<file path="src/rtl/dtree_seq_engine_if.sv">
// Handshake bundle for dtree_seq_engine: node-config port, feature input stream, result stream.
// DTREE_DEPTH_OUT_EN adds out_depth (internal nodes traversed for the held result).
interface dtree_seq_engine_if #(
    parameter int N_FEAT  = 7,
    parameter int FEAT_W  = 8,
    parameter int N_NODES = 16,
    parameter int CLASS_W = 5
`ifdef DTREE_DEPTH_OUT_EN
    , parameter int MAX_DEPTH = 8
`endif
);
    localparam int FI_W   = $clog2(N_FEAT);
    localparam int SH_W   = $clog2(FEAT_W);
    localparam int NI_W   = $clog2(N_NODES);
    localparam int NODE_W = 1 + FI_W + SH_W + FEAT_W + 2 * NI_W;

    logic                     cfg_we;
    logic [NI_W-1:0]          cfg_addr;
    logic [NODE_W-1:0]        cfg_data;
    logic                     cfg_ready;
    logic                     in_valid;
    logic                     in_ready;
    logic [N_FEAT*FEAT_W-1:0] in_feat;
    logic                     out_valid;
    logic                     out_ready;
    logic [CLASS_W-1:0]       out_class;
    logic                     out_err;
`ifdef DTREE_DEPTH_OUT_EN
    logic [$clog2(MAX_DEPTH+1)-1:0] out_depth;
`endif

    modport master (
        output cfg_we, cfg_addr, cfg_data, in_valid, in_feat, out_ready,
        input  cfg_ready, in_ready, out_valid, out_class, out_err
`ifdef DTREE_DEPTH_OUT_EN
        , input out_depth
`endif
    );

    modport slave (
        input  cfg_we, cfg_addr, cfg_data, in_valid, in_feat, out_ready,
        output cfg_ready, in_ready, out_valid, out_class, out_err
`ifdef DTREE_DEPTH_OUT_EN
        , output out_depth
`endif
    );
endinterface

</file>
<file path="src/rtl/dtree_seq_engine.sv">
// Sequential decision-tree classifier: register node table, one node per clock, one shared comparator.
// Optional DTREE_DEPTH_OUT_EN exposes the walk's internal-node count on out_depth.
module dtree_seq_engine #(
    parameter int N_FEAT    = 7,
    parameter int FEAT_W    = 8,
    parameter int N_NODES   = 16,
    parameter int CLASS_W   = 5,
    parameter int MAX_DEPTH = 8
) (
    input logic               clk,
    input logic               rst_n,
    dtree_seq_engine_if.slave bus
);
    localparam int FI_W   = $clog2(N_FEAT);
    localparam int SH_W   = $clog2(FEAT_W);
    localparam int NI_W   = $clog2(N_NODES);
    localparam int NODE_W = 1 + FI_W + SH_W + FEAT_W + 2 * NI_W;
    localparam int DW     = $clog2(MAX_DEPTH + 1);

    localparam logic [NI_W:0]   NN = (NI_W+1)'(N_NODES);
    localparam logic [FI_W:0]   NF = (FI_W+1)'(N_FEAT);
    localparam logic [DW-1:0]   MD = DW'(MAX_DEPTH);
    localparam logic [NODE_W-1:0] LEAF_RST = {1'b1, {(NODE_W-1){1'b0}}};

    typedef enum logic [1:0] {IDLE, WALK, DONE} state_t;
    state_t state, state_d;

    logic [NODE_W-1:0]        tbl [N_NODES];
    logic [N_FEAT*FEAT_W-1:0] feat_q;
    logic [NI_W-1:0]          ptr, ptr_d;
    logic [DW-1:0]            step, step_d, step_inc;
    logic [CLASS_W-1:0]       cls, cls_d;
    logic                     err, err_d;

    logic                     n_leaf;
    logic [FI_W-1:0]          n_feat;
    logic [SH_W-1:0]          n_sh;
    logic signed [FEAT_W-1:0] n_thr;
    logic [NI_W-1:0]          n_l, n_r, child;
    logic signed [FEAT_W-1:0] fval, fshift;
    logic                     feat_bad, child_bad, addr_ok;

    assign {n_leaf, n_feat, n_sh, n_thr, n_l, n_r} = tbl[ptr];

    always_comb begin
        fval = '0;
        for (int i = 0; i < N_FEAT; i++)
            if (n_feat == FI_W'(i)) fval = feat_q[i*FEAT_W +: FEAT_W];
    end

    // Arithmetic shift keeps only the top slice of the feature, so the compare acts on an MSB field.
    assign fshift    = fval >>> n_sh;
    assign child     = (fshift <= n_thr) ? n_l : n_r;
    assign feat_bad  = {1'b0, n_feat} >= NF;
    assign child_bad = {1'b0, child} >= NN;
    assign step_inc  = step + DW'(1);
    assign addr_ok   = {1'b0, bus.cfg_addr} < NN;

    always_comb begin
        state_d = state;
        ptr_d   = ptr;
        step_d  = step;
        cls_d   = cls;
        err_d   = err;
        case (state)
            IDLE: if (bus.in_valid) begin
                state_d = WALK;
                ptr_d   = '0;
                step_d  = '0;
            end
            WALK: begin
                if (n_leaf) begin
                    cls_d   = n_thr[CLASS_W-1:0];
                    err_d   = 1'b0;
                    state_d = DONE;
                end else if (feat_bad || child_bad || step_inc == MD) begin
                    cls_d   = '0;
                    err_d   = 1'b1;
                    step_d  = step_inc;
                    state_d = DONE;
                end else begin
                    ptr_d  = child;
                    step_d = step_inc;
                end
            end
            DONE: if (bus.out_ready) state_d = IDLE;
            default: state_d = IDLE;
        endcase
    end

    always_ff @(posedge clk) begin
        if (!rst_n) begin
            state  <= IDLE;
            ptr    <= '0;
            step   <= '0;
            cls    <= '0;
            err    <= 1'b0;
            feat_q <= '0;
            for (int i = 0; i < N_NODES; i++) tbl[i] <= LEAF_RST;
        end else begin
            state <= state_d;
            ptr   <= ptr_d;
            step  <= step_d;
            cls   <= cls_d;
            err   <= err_d;
            // Table writes land before the walk's first read, so a same-cycle accept sees them.
            if (state == IDLE) begin
                if (bus.in_valid) feat_q <= bus.in_feat;
                if (bus.cfg_we && addr_ok) tbl[bus.cfg_addr] <= bus.cfg_data;
            end
        end
    end

    assign bus.in_ready  = (state == IDLE);
    assign bus.cfg_ready = (state == IDLE);
    assign bus.out_valid = (state == DONE);
    assign bus.out_class = cls;
    assign bus.out_err   = err;
`ifdef DTREE_DEPTH_OUT_EN
    assign bus.out_depth = step;
`endif
endmodule
</file>
<file path="src/flat_wrapper.sv">
// flat-port wrapper written by rule: the top's interface ports become plain ports
module dtree_seq_engine_flat 
#(
    parameter int N_FEAT    = 7,
    parameter int FEAT_W    = 8,
    parameter int N_NODES   = 16,
    parameter int CLASS_W   = 5,
    parameter int MAX_DEPTH = 8
)
  (clk, rst_n, bus_cfg_we, bus_cfg_addr, bus_cfg_data, bus_in_valid, bus_in_feat, bus_out_ready, bus_cfg_ready, bus_in_ready, bus_out_valid, bus_out_class, bus_out_err);
  dtree_seq_engine_if #(.N_FEAT(N_FEAT), .FEAT_W(FEAT_W), .N_NODES(N_NODES), .CLASS_W(CLASS_W)) bus_i ();
  input logic clk;
  input logic rst_n;
  input wire logic [$bits(bus_i.cfg_we)-1:0] bus_cfg_we;
  input wire logic [$bits(bus_i.cfg_addr)-1:0] bus_cfg_addr;
  input wire logic [$bits(bus_i.cfg_data)-1:0] bus_cfg_data;
  input wire logic [$bits(bus_i.in_valid)-1:0] bus_in_valid;
  input wire logic [$bits(bus_i.in_feat)-1:0] bus_in_feat;
  input wire logic [$bits(bus_i.out_ready)-1:0] bus_out_ready;
  output wire logic [$bits(bus_i.cfg_ready)-1:0] bus_cfg_ready;
  output wire logic [$bits(bus_i.in_ready)-1:0] bus_in_ready;
  output wire logic [$bits(bus_i.out_valid)-1:0] bus_out_valid;
  output wire logic [$bits(bus_i.out_class)-1:0] bus_out_class;
  output wire logic [$bits(bus_i.out_err)-1:0] bus_out_err;
  assign bus_i.cfg_we = bus_cfg_we;
  assign bus_i.cfg_addr = bus_cfg_addr;
  assign bus_i.cfg_data = bus_cfg_data;
  assign bus_i.in_valid = bus_in_valid;
  assign bus_i.in_feat = bus_in_feat;
  assign bus_i.out_ready = bus_out_ready;
  assign bus_cfg_ready = bus_i.cfg_ready;
  assign bus_in_ready = bus_i.in_ready;
  assign bus_out_valid = bus_i.out_valid;
  assign bus_out_class = bus_i.out_class;
  assign bus_out_err = bus_i.out_err;
  dtree_seq_engine #(.N_FEAT(N_FEAT), .FEAT_W(FEAT_W), .N_NODES(N_NODES), .CLASS_W(CLASS_W), .MAX_DEPTH(MAX_DEPTH)) u_core (.clk(clk), .rst_n(rst_n), .bus(bus_i));
endmodule
</file>
<file path="config.mk">
export PLATFORM = sky130hd
export DESIGN_NAME = dtree_seq_engine_flat
export DESIGN_NICKNAME = d
export VERILOG_FILES = /design/src/rtl/dtree_seq_engine_if.sv /design/src/rtl/dtree_seq_engine.sv /design/src/flat_wrapper.sv
export SDC_FILE = /design/constraint.sdc
export NUM_CORES = 1
export LEC_CHECK = 0
export ABC_AREA = 1
export BUFFER_PORTS_ARGS = -buffer_cell sky130_fd_sc_hd__buf_2
export CORE_MARGIN = 3
export CORE_UTILIZATION = 65
export CTS_CLUSTER_DIAMETER = 200
export DETAILED_ROUTE_END_ITERATION = 10
export PLACE_DENSITY_LB_ADDON = 0.3
export REMOVE_ABC_BUFFERS = 1
export SLEW_MARGIN = 20
export SYNTH_ARGS = -nofsm -noshare
export SYNTH_HDL_FRONTEND = slang
export SYNTH_SLANG_ARGS = --single-unit
export TNS_END_PERCENT = 1
</file>
<file path="constraint.sdc">
create_clock -name clk -period 6 [get_ports clk]
set_input_delay 1.2 -clock clk [delete_from_list [all_inputs] [get_ports clk]]
set_output_delay 1.2 -clock clk [all_outputs]
set_load 0.01 [all_outputs]
</file>
==> results of run 1 <==
==> registers in the layout (all words and copies together) (netlist names), named ones only <==
name / cells
u_core.ptr: 4
u_core.bus.out_class: 5
u_core.feat_q: 56
u_core.step: 4
u_core.bus.out_err: 1
u_core.tbl: 368
u_core.state: 2
==> final timing paths <==
path / from / endpoint / slack (ps)
max: flip-flop / flip-flop / 960
min: u_core.feat_q[29]$_SDFFE_PN0P_ / u_core.feat_q[29]$_SDFFE_PN0P_ / 460
max reg2reg: flip-flop / flip-flop / 960
min reg2reg: u_core.feat_q[29]$_SDFFE_PN0P_ / u_core.feat_q[29]$_SDFFE_PN0P_ / 460
==> layout by cell type (no fill, tap or decap), drive strengths merged, types with 13 or more instances in the layout <==
cell type | Yosys | layout
o22ai | 13 | 13
o221ai | 35 | 35
buf | 51 | 145
o211ai | 16 | 16
a221oi | 22 | 22
o21ai | 171 | 171
clkbuf | 103 | 61
nand3 | 100 | 100
a21oi | 88 | 88
edfxtp | 368 | 368
inv | 124 | 124
nor2 | 599 | 599
clkinv | 2 | 21
nand2 | 263 | 263
dfxtp | 76 | 76
==> synth_stat cells, types with 16 or more instances <==
master,number,share of area
a21oi_1,88,0.022
a221oi_1,22,0.0096
buf_2,36,0.0090
clkbuf_1,102,0.019
dfxtp_1,76,0.076
edfxtp_1,368,0.55
inv_1,119,0.022
nand2_1,258,0.048
nand3_1,100,0.025
nor2_1,592,0.11
o211ai_1,16,0.0060
o21ai_0,167,0.042
o221ai_1,35,0.015
==> final cells by class <==
class                      instances  area (sq um)
sequential                       444         12580
fill                            2102          7899
multi-input combinational       1361          6245
clock buffer                      61          1252
timing repair buffer             145         848.3
tap                              390         488.0
inverter                         126         478.0
clock inverter                    22         165.2
==> through the flow <==
stage               worst slack, ps  total power (W)
floorplan                     -2459         0.004768
global placement               1348         0.005256
detailed placement             1093         0.005320
CTS                            1063         0.007981
global route                  354.0         0.008349
finish                        964.2         0.008029
==> where the power goes <==
group	internal (W)	total, W	switching [W]	leakage [nW]
Sequential	0.00349	0.00358	0.0000911	4.38
Combinational	0.000508	0.00173	0.00122	3.72
Clock	0.00155	0.00271	0.00116	0.704
==> metal layers <==
metal / wire (microns) / track usage
met3: 7686 / 0.08834
met2: 26230 / 0.5363
met1: 20220 / 0.4531
met4: 3744 / 0.1877
met5: 0 / 0
==> critical path: stages (launching register included) <==
cell      delay [ps]
dfxtp_4          480
inv_4            660
nand2_1          200
nand3_1          130
nand3_1          100
nand3_1          190
nand2_4          120
inv_4            200
nand2_2          160
or2_0            230
nand2_1          110
nand4_1          110
nand3_1          110
nand3_1           80
nand2_1           80
a21oi_1           60
ha_1             290
a21oi_1          150
o21ai_0          140
a21oi_1          150
o211ai_1          90
a31oi_1          490
o211ai_1         170
o21ai_0          120
nand3_1           90
a21oi_1          180
==> logic make-up after synthesis <==
group,count (synthesis),share of synthesized area
adders and majority gates,9,0.005633
xor gates and xnor gates,1,0.0004382
AOI/OAI and AO/OA,365,0.1092
buffers and inverters,280,0.05877
DFF,444,0.6289
and+or+nand+nor,986,0.1971
==> impl_metrics.env, run 1 <==
export IMPL_status="finished clean"
export IMPL_via_count=16180
export IMPL_fp_row_count=63
export IMPL_nets=2220
export IMPL_fin_crit_sh=0.8393
export IMPL_postSynthCellCount=2085
export IMPL_hold_depth=2
export IMPL_cts_buffer_depth=3
export IMPL_rsz0062_at_grt="no"
export IMPL_p_leak_nw=8.799
export IMPL_grt_antenna_before_repair=1
export IMPL_tritoncts="yes"
export IMPL_gr_total_overflow=0
export IMPL_dieArea_sq_um=32900
export IMPL_worstSetupPathType="reg2reg"
export IMPL_maxSlewHeadroom=0.2985
export IMPL_cts_setup_buffers=0
export IMPL_cts_hold_buf=0
export IMPL_die_x_microns=181.4
export IMPL_r2r_cells=25
export IMPL_syn_to_final_growth_pct=10.32
export IMPL_final_cell_area_sq_um=22050
export IMPL_grt_pass1_vias=15860
export IMPL_wl_per_cell_microns=22.71
export IMPL_synth_seq_cells=444
export IMPL_post_route_util=0.7363
export IMPL_numCtsBuffers=45
export IMPL_seq_area_frac_synth=0.6289
export IMPL_cap_violations=0
export IMPL_hold_ws_ps=462.5
export IMPL_critical_path_arrival_ps=5490
export IMPL_worst_pin_slew_ps=1050
export IMPL_fp_coreArea_sq_um=29950
export IMPL_port_buffers=96
export IMPL_clock_fmax_mhz=198.6
export IMPL_clkLatencyLatePin_ps=550
export IMPL_vdd_drop_max_v=0.0004291
export IMPL_powerDensity_nw_per_um2=364.0
export IMPL_antenna_cells=0
export IMPL_io_pins=97
export IMPL_drv_slew=0
export IMPL_synthFlopType="edfxtp_1"
export IMPL_die_y_microns=181.4
export IMPL_dp_hpwl_microns=34960
export IMPL_globalplace_congestion=0.9222
export IMPL_postPlaceCellArea_sq_um=20640
export IMPL_avgSynthCellArea_sq_um=9.588
export IMPL_drive_above_1_share=0.1093
export IMPL_finalSetupTns_ps=0
export IMPL_clockRootBuffer="clkbuf_16"
export IMPL_hold_viol=0
export IMPL_route_detailed_drc=0
export IMPL_ant_nets=0
export IMPL_cts_resized=0
export IMPL_first_pass_iters=6
export IMPL_via_per_inst=6.347
export IMPL_grt_pass1_wl_microns=88340
export IMPL_drt_iter0_drc=2317
export IMPL_path_clk_slew_ps=60
export IMPL_ys_types=45
export IMPL_start_util=0.6674
export IMPL_cts_sinks=444
export IMPL_critPathCaptureType="flip-flop"
export IMPL_synth_warning_count=0
export IMPL_dpl_cell_count=2466
export IMPL_cp_start_kind="flip-flop"
export IMPL_finalNonFillerCells=2549
export IMPL_wirelength_microns=57880
export IMPL_grt_usage=0.3462
export IMPL_skew_ps=18.54
export IMPL_min_period_ps=5036
export IMPL_netlist_area_sq_um=19990
export IMPL_grt_max_degree=103
export IMPL_crit_fanout=83
export IMPL_holdCritPathClass="reg2reg"
export IMPL_htreeDepth=2
export IMPL_finalSetupViolations=0
export IMPL_synth_edff_count=368
export IMPL_cp_required_ps=6460
export IMPL_async_flop_share=0
No activity file was read; power rests on OpenSTA's default activity.
==> run 2: changes to the inputs <==
--- a/config.mk
+++ b/config.mk
@@ -8,7 +8,7 @@
 export ABC_AREA = 1
 export BUFFER_PORTS_ARGS = -buffer_cell sky130_fd_sc_hd__buf_2
 export CORE_MARGIN = 3
-export CORE_UTILIZATION = 65
+export CORE_UTILIZATION = 61
 export CTS_CLUSTER_DIAMETER = 200
 export DETAILED_ROUTE_END_ITERATION = 10
 export PLACE_DENSITY_LB_ADDON = 0.3
==> constraint.sdc (replaced) <==
create_clock -name clk -period 4.9 [get_ports clk]
set_input_delay 0.98 -clock clk [delete_from_list [all_inputs] [get_ports clk]]
set_output_delay 0.98 -clock clk [all_outputs]
set_load 0.01 [all_outputs]
==> run 2 against run 1 <==
Sequential power grew 22%. Cell area grew 0.83%. Setup slack lost 550 ps. Via count shrank 1.1%. Die area grew 6.3%. Clock power grew 28%. Wire length grew 0.16%. Flip-flop and latch count is the same. Worst hold slack gained 2.8 ps. Critical path depth grew 1. Global-route usage shrank 2.2 points. Register-to-register slack lost 550 ps.
==> impl_metrics.env, run 2 (same netlist as run 1, synthesis figures left out) <==
export IMPL_fin_crit_sh=0.9161
export IMPL_critical_path_arrival_ps=4950
export IMPL_critPathTopFamily="simple AND/OR/NAND/NOR gates"
export IMPL_route_detailed_drc=0
export IMPL_path_common_cell="nand3_1"
export IMPL_first_pass_iters=6
export IMPL_tritoncts="yes"
export IMPL_intPower_w=0.006954
export IMPL_cp_required_ps=5360
export IMPL_p_comb_frac=0.217
export IMPL_antenna_cells=0
export IMPL_clkLatencyLatePin_ps=560
export IMPL_cp_depth=26
export IMPL_grt_pass1_vias=15470
export IMPL_cts_resized=0
export IMPL_met2_usage=0.5267
export IMPL_critPathCaptureType="flip-flop"
export IMPL_use_met3=0.05603
export IMPL_drv_slew=0
export IMPL_cp_start_kind="flip-flop"
export IMPL_cp_buffers_inverters=4
export IMPL_finalSetupTns_ps=0
export IMPL_drive_above_1_share=0.1091
export IMPL_postPlaceCellArea_sq_um=20750
export IMPL_clockRootBuffer="clkbuf_16"
export IMPL_use_met1=0.4421
export IMPL_port_buffers=96
export IMPL_finalSetupViolations=0
export IMPL_power_net_switching_w=0.003056
export IMPL_skew_ps=21.10
export IMPL_gr_total_overflow=0
export IMPL_multi_input_area_sq_um=6245
export IMPL_largest_register_ffs=368
export IMPL_syn_to_final_growth_pct=11.23
export IMPL_p_clk_frac=0.346
export IMPL_seqPwrFrac=0.437
export IMPL_clock_fmax_mhz=222.8
export IMPL_layout_commonest_cell="nor2_1"
export IMPL_status="finished clean"
export IMPL_ant_nets=0
export IMPL_worstSetupPathType="reg2reg"
export IMPL_dp_hpwl_microns=33900
export IMPL_vdd_drop_max_v=0.0003119
export IMPL_cts_setup_buffers=0
export IMPL_grt_usage=0.3245
export IMPL_grt_max_degree=145
export IMPL_maxSlewHeadroom=0.3058
export IMPL_grt_busiest_layer="met2"
export IMPL_powerDensity_nw_per_um2=450.2
export IMPL_top_register="u_core.tbl"
export IMPL_dieArea_sq_um=34980
export IMPL_numCtsBuffers=46
export IMPL_die_y_microns=187.0
export IMPL_wl_per_cell_microns=22.31
export IMPL_fill_cells=2346
export IMPL_netSwitchingFraction=0.3053
export IMPL_fp_coreArea_sq_um=31960
export IMPL_cts_sinks=444
export IMPL_wirelength_microns=57970
export IMPL_crit_fanout=25
export IMPL_globalplace_congestion=0.8700
export IMPL_min_period_ps=4489
export IMPL_path_clk_slew_ps=60
export IMPL_cp_slowest_cell="buf_4"
export IMPL_htreeDepth=2
export IMPL_cts_buffer_depth=3
export IMPL_drt_iter0_drc=2157
export IMPL_start_util=0.6255
export IMPL_worst_pin_slew_ps=1039
export IMPL_grt_pass1_wl_microns=88060
export IMPL_r2r_cells=26
export IMPL_seq_area_sq_um=12580
export IMPL_via_count=16010
export IMPL_die_x_microns=187.0
export IMPL_cts_hold_buf=0
export IMPL_grt_antenna_before_repair=0
export IMPL_io_pins=97
export IMPL_hold_depth=2
export IMPL_via_per_inst=6.162
export IMPL_rsz0062_at_grt="no"
export IMPL_hold_viol=0
export IMPL_cap_violations=0
export IMPL_holdCritPathClass="reg2reg"
export IMPL_fp_row_count=65
export IMPL_nets=2224
export IMPL_cpPeakStageDelay_ps=420
export IMPL_final_cell_area_sq_um=22240
export IMPL_p_leak_nw=8.837
export IMPL_mostFrequentLayoutCells="nor2_1 (592), edfxtp_1 (368), nand2_1 (258)"
==> run 2: stage by stage <==
step	hold WS (ps)	setup slack (ps)	utilization	total power (W)	std cells
4_1_cts	464.4	506.5	0.6958	0.009960	2598
5_1_grt	488.5	45.13	0.6958	0.01038	2598
3_3_place_gp	447.3	733.0	0.6493	0.006499	2514
6_report	465.3	411.0	0.6958	0.01001	2598
3_5_place_dp	455.1	589.4	0.6493	0.006549	2514
2_1_floorplan	429.1	-3559	-	0.005838	1931
==> run 2: tightest hold or removal path: cells and delay by family, from the launching register on <==
kind,cells,cell delay (ps)
flip-flops,1,300
AND/OR/NAND/NOR,1,50
AO/OA/AOI/OAI,1,70
==> run 2: power groups by stage <==
stage,Clock (W),Combinational [W],Sequential [W]
after floorplan,0,0.00135,0.00449
after global placement,0,0.00205,0.00445
after detailed placement,0,0.00210,0.00445
after CTS,0.00346,0.00212,0.00438
after global routing,0.00362,0.00237,0.00439
final,0.00346,0.00217,0.00438
==> run 2: path summary, 6_finish.rpt <==
check | end | from | slack [ps]
worst min register to register | flip-flop | u_core.ptr[2]$_SDFFE_PN0P_ | 470
worst max register to register | flip-flop | flip-flop | 410
worst min-delay path | flip-flop | u_core.ptr[2]$_SDFFE_PN0P_ | 470
worst max-delay path | flip-flop | flip-flop | 410
==> run 2: layout make-up <==
cell class,instances,share of cell area
clock buffers,59,0.05486
clock inverters,25,0.01187
inverters,126,0.02149
multi-input cells,1361,0.2808
flip-flops and latches,444,0.5656
well taps,435,0.02448
repair buffers,148,0.04085
==> run 2: metal layers <==
layer / wire length (microns) / vias to the layer above
met5: 0 / -
met1: 21330 / 7492
met2: 27510 / 1149
met3: 6917 / 188
met4: 2217 / 0
li1: - / 7179
==> run 3: changes to the inputs <==
--- a/config.mk
+++ b/config.mk
@@ -5,10 +5,9 @@
 export SDC_FILE = /design/constraint.sdc
 export NUM_CORES = 1
 export LEC_CHECK = 0
-export ABC_AREA = 1
 export BUFFER_PORTS_ARGS = -buffer_cell sky130_fd_sc_hd__buf_2
 export CORE_MARGIN = 3
-export CORE_UTILIZATION = 61
+export CORE_UTILIZATION = 62
 export CTS_CLUSTER_DIAMETER = 200
 export DETAILED_ROUTE_END_ITERATION = 10
 export PLACE_DENSITY_LB_ADDON = 0.3
==> run 3 against run 2 <==
Non-clock buffer count grew 29. Wire length shrank 11%. Core utilization grew 2.2 points. Combinational power shrank 67%. Worst hold slack lost 8.9 ps. Synthesized cell count shrank 28%. Critical path depth shrank 9. Global-route usage shrank 3.1 points. Power shrank 16%. Synthesized area grew 3.1%.
==> impl_metrics.env, run 3 <==
export IMPL_p_leak_nw=8.599
export IMPL_cts_sinks=444
export IMPL_drv_slew=0
export IMPL_dp_hpwl_microns=30380
export IMPL_skew_ps=12.80
export IMPL_syn_to_final_growth_pct=13.61
export IMPL_htreeDepth=2
export IMPL_vdd_drop_max_v=0.0003063
export IMPL_cp_start_kind="flip-flop"
export IMPL_finalSetupViolations=0
export IMPL_io_pins=97
export IMPL_globalplace_congestion=0.8790
export IMPL_grt_max_degree=90
export IMPL_synth_warning_count=0
export IMPL_antenna_cells=0
export IMPL_grt_pass1_vias=13190
export IMPL_route_detailed_drc=0
export IMPL_largest_register_ffs=368
export IMPL_clock_fmax_mhz=213.0
export IMPL_clockRootBuffer="clkbuf_16"
export IMPL_hold_viol=0
export IMPL_pre_cts_ws_ps=-118.9
export IMPL_gr_total_overflow=0
export IMPL_critical_path_arrival_ps=5170
export IMPL_via_per_inst=6.175
export IMPL_ys_types=60
export IMPL_fill_cells=2104
export IMPL_first_pass_iters=5
export IMPL_synth_commonest_cells="edfxtp_1 (368), and2_1 (360), nand2_1 (139), mux4_2 (108), clkbuf_1 (94)"
export IMPL_cp_cell_sequence="mux4_2 > nor2b_2 > o41ai_4 > buf_12 > mux4_2 > mux2_4 > mux2_4 > a221o_1 > ha_1 > nand4_1 > o21ai_0 > a21oi_1 > o2bb2ai_2 > mux2i_1 > mux4_2 > mux2i_1 > and2_1"
export IMPL_maxSlewHeadroom=0.2560
export IMPL_crit_fanout=12
export IMPL_synth_seq_cells=444
export IMPL_async_flop_share=0
export IMPL_hold_ws_ps=456.4
export IMPL_nets=1697
export IMPL_grt_antenna_before_repair=0
export IMPL_start_util=0.6318
export IMPL_synthFlopType="edfxtp_1"
export IMPL_dieArea_sq_um=35460
export IMPL_worstSetupPathType="reg2reg"
export IMPL_yosysMostFrequentCell="edfxtp_1"
export IMPL_die_y_microns=188.3
export IMPL_clkLatencyLatePin_ps=550
export IMPL_die_x_microns=188.3
export IMPL_synth_area_top_cells="edfxtp_1 (54%), mux4_2 (12%), and2_1 (11%)"
export IMPL_seq_area_frac_synth=0.6100
export IMPL_synth_edff_count=368
export IMPL_netlist_area_sq_um=20610
export IMPL_grt_usage=0.2939
export IMPL_mostFrequentLayoutCells="edfxtp_1 (368), and2_1 (359), nand2_1 (138)"
export IMPL_via_count=12820
export IMPL_setup_ws_ps=204.4
export IMPL_top_register="u_core.tbl"
export IMPL_holdCritPathClass="reg2reg"
export IMPL_status="finished clean"
export IMPL_finalNonFillerCells=2076
export IMPL_drive_above_1_share=0.2411
export IMPL_total_power_w=0.008447
export IMPL_path_clk_slew_ps=60
export IMPL_path_common_cell="mux4_2"
export IMPL_cap_violations=0
export IMPL_critPathCaptureType="flip-flop"
export IMPL_synthDominantCellAreaShare=0.5362
export IMPL_ant_nets=0
export IMPL_port_buffers=96
export IMPL_grt_pass1_wl_microns=78430
export IMPL_wirelength_microns=51800
export IMPL_wl_per_cell_microns=24.95
export IMPL_postSynthCellCount=1493
export IMPL_layout_commonest_cell="edfxtp_1"
export IMPL_cp_slowest_cell="mux4_2"
export IMPL_worst_pin_slew_ps=1116
export IMPL_finalSetupTns_ps=0
export IMPL_tritoncts="yes"
export IMPL_powerDensity_nw_per_um2=360.8
export IMPL_cp_required_ps=5370
export IMPL_fp_coreArea_sq_um=32620
export IMPL_synth_top_cell_by_area="edfxtp_1"
export IMPL_dpl_cell_count=1983
export IMPL_fp_row_count=66
export IMPL_drt_iter0_drc=1213
export IMPL_numCtsBuffers=46
export IMPL_fin_crit_sh=0.9583
export IMPL_cts_buffer_depth=3
export IMPL_cpPeakStageDelay_ps=510
export IMPL_min_period_ps=4696
export IMPL_avgSynthCellArea_sq_um=13.80
-- run 3: cell types whose count changed in the layout (fill, tap and decap cells not counted), sizes merged, moves of 16 or more --
| cell | previous run | this run |
|---|---|---|
| inv | 127 | 11 |
| a21oi | 88 | 10 |
| nand3 | 100 | 11 |
| o221ai | 35 | 0 |
| mux4 | 0 | 109 |
| a221oi | 22 | 1 |
| and2 | 0 | 361 |
| nor2 | 599 | 33 |
| nor2b | 0 | 16 |
| mux2i | 0 | 35 |
| nand2 | 263 | 139 |
| o21ai | 171 | 32 |
| a21boi | 0 | 69 |
| buf | 148 | 176 |
-- run 3: path summary, 6_finish.rpt --
path / from / to / slack [ps] / cells past startpoint
max: flip-flop / flip-flop / 200 / 17
min: u_core.ptr[3]$_SDFFE_PN0P_ / flip-flop / 460 / 2
max reg2reg: flip-flop / flip-flop / 200 / 17
min reg2reg: u_core.ptr[3]$_SDFFE_PN0P_ / flip-flop / 460 / 2
-- run 3: per-stage QoR --
stage	utilization	cell area [sq um]
after floorplan	-	20100
after global placement	0.6669	21750
after detailed placement	0.6669	21750
after CTS	0.7129	23250
after global routing	0.7178	23410
final	0.7178	23410
-- run 3: timing repair --
action                                  in CTS  in global routing
gates cloned                                 0                  2
buffers inserted                             0                  9
hold buffers                                 0                  0
resized for setup                            2                 20
endpoints found under the setup margin       8                  8
pin swaps                                    1                  3
-- run 3: logic make-up (layout without fill, tap and decap cells) --
family / Yosys count / in the layout / share of synthesized area
AOI/OAI and AO/OA: 150 / 150 / 0.05349
DFF: 444 / 444 / 0.6100
and+or+nand+nor: 608 / 609 / 0.1636
adders and majority gates: 9 / 9 / 0.005464
xor gates and xnor gates: 1 / 1 / 0.0004251
buffers and inverters: 131 / 271 / 0.02702
muxes: 150 / 150 / 0.1399
-- run 3: power by group --
part           internal [W]  switching, W  leakage (nW)
clock               0.00204       0.00142         0.715
sequential          0.00423     0.0000556          4.38
combinational      0.000292      0.000420          3.50
-- run 3: routing by layer --
layer	GRT usage	wire (microns)	vias up
li1	-	-	5627
met1	0.3845	19800	6356
met2	0.4954	25280	666
met3	0.05358	4345	171
met4	0.1166	2373	0
met5	0	0	-
-- run 3: final cells by class --
class	instances	area [sq um]	share of cell area
flip-flops and latches	444	12580	0.5373
multi-input cells	919	7612	0.3251
clock buffers	58	1227	0.05242
repair buffers	177	1130	0.04826
well taps	442	553.0	0.02362
clock inverters	24	265.3	0.01133
inverters	12	45.04	0.001924
-- run 3: worst max-delay path, delay by kind of cell (launching register included) --
family                   cells  cell delay (ps)
multiplexers                 7             2170
AO/OA/AOI/OAI                5             1230
flip-flops                   1              400
AND/OR/NAND/NOR              3              320
adder cells (fa/ha/maj)      1              300
buffers and inverters        1              190
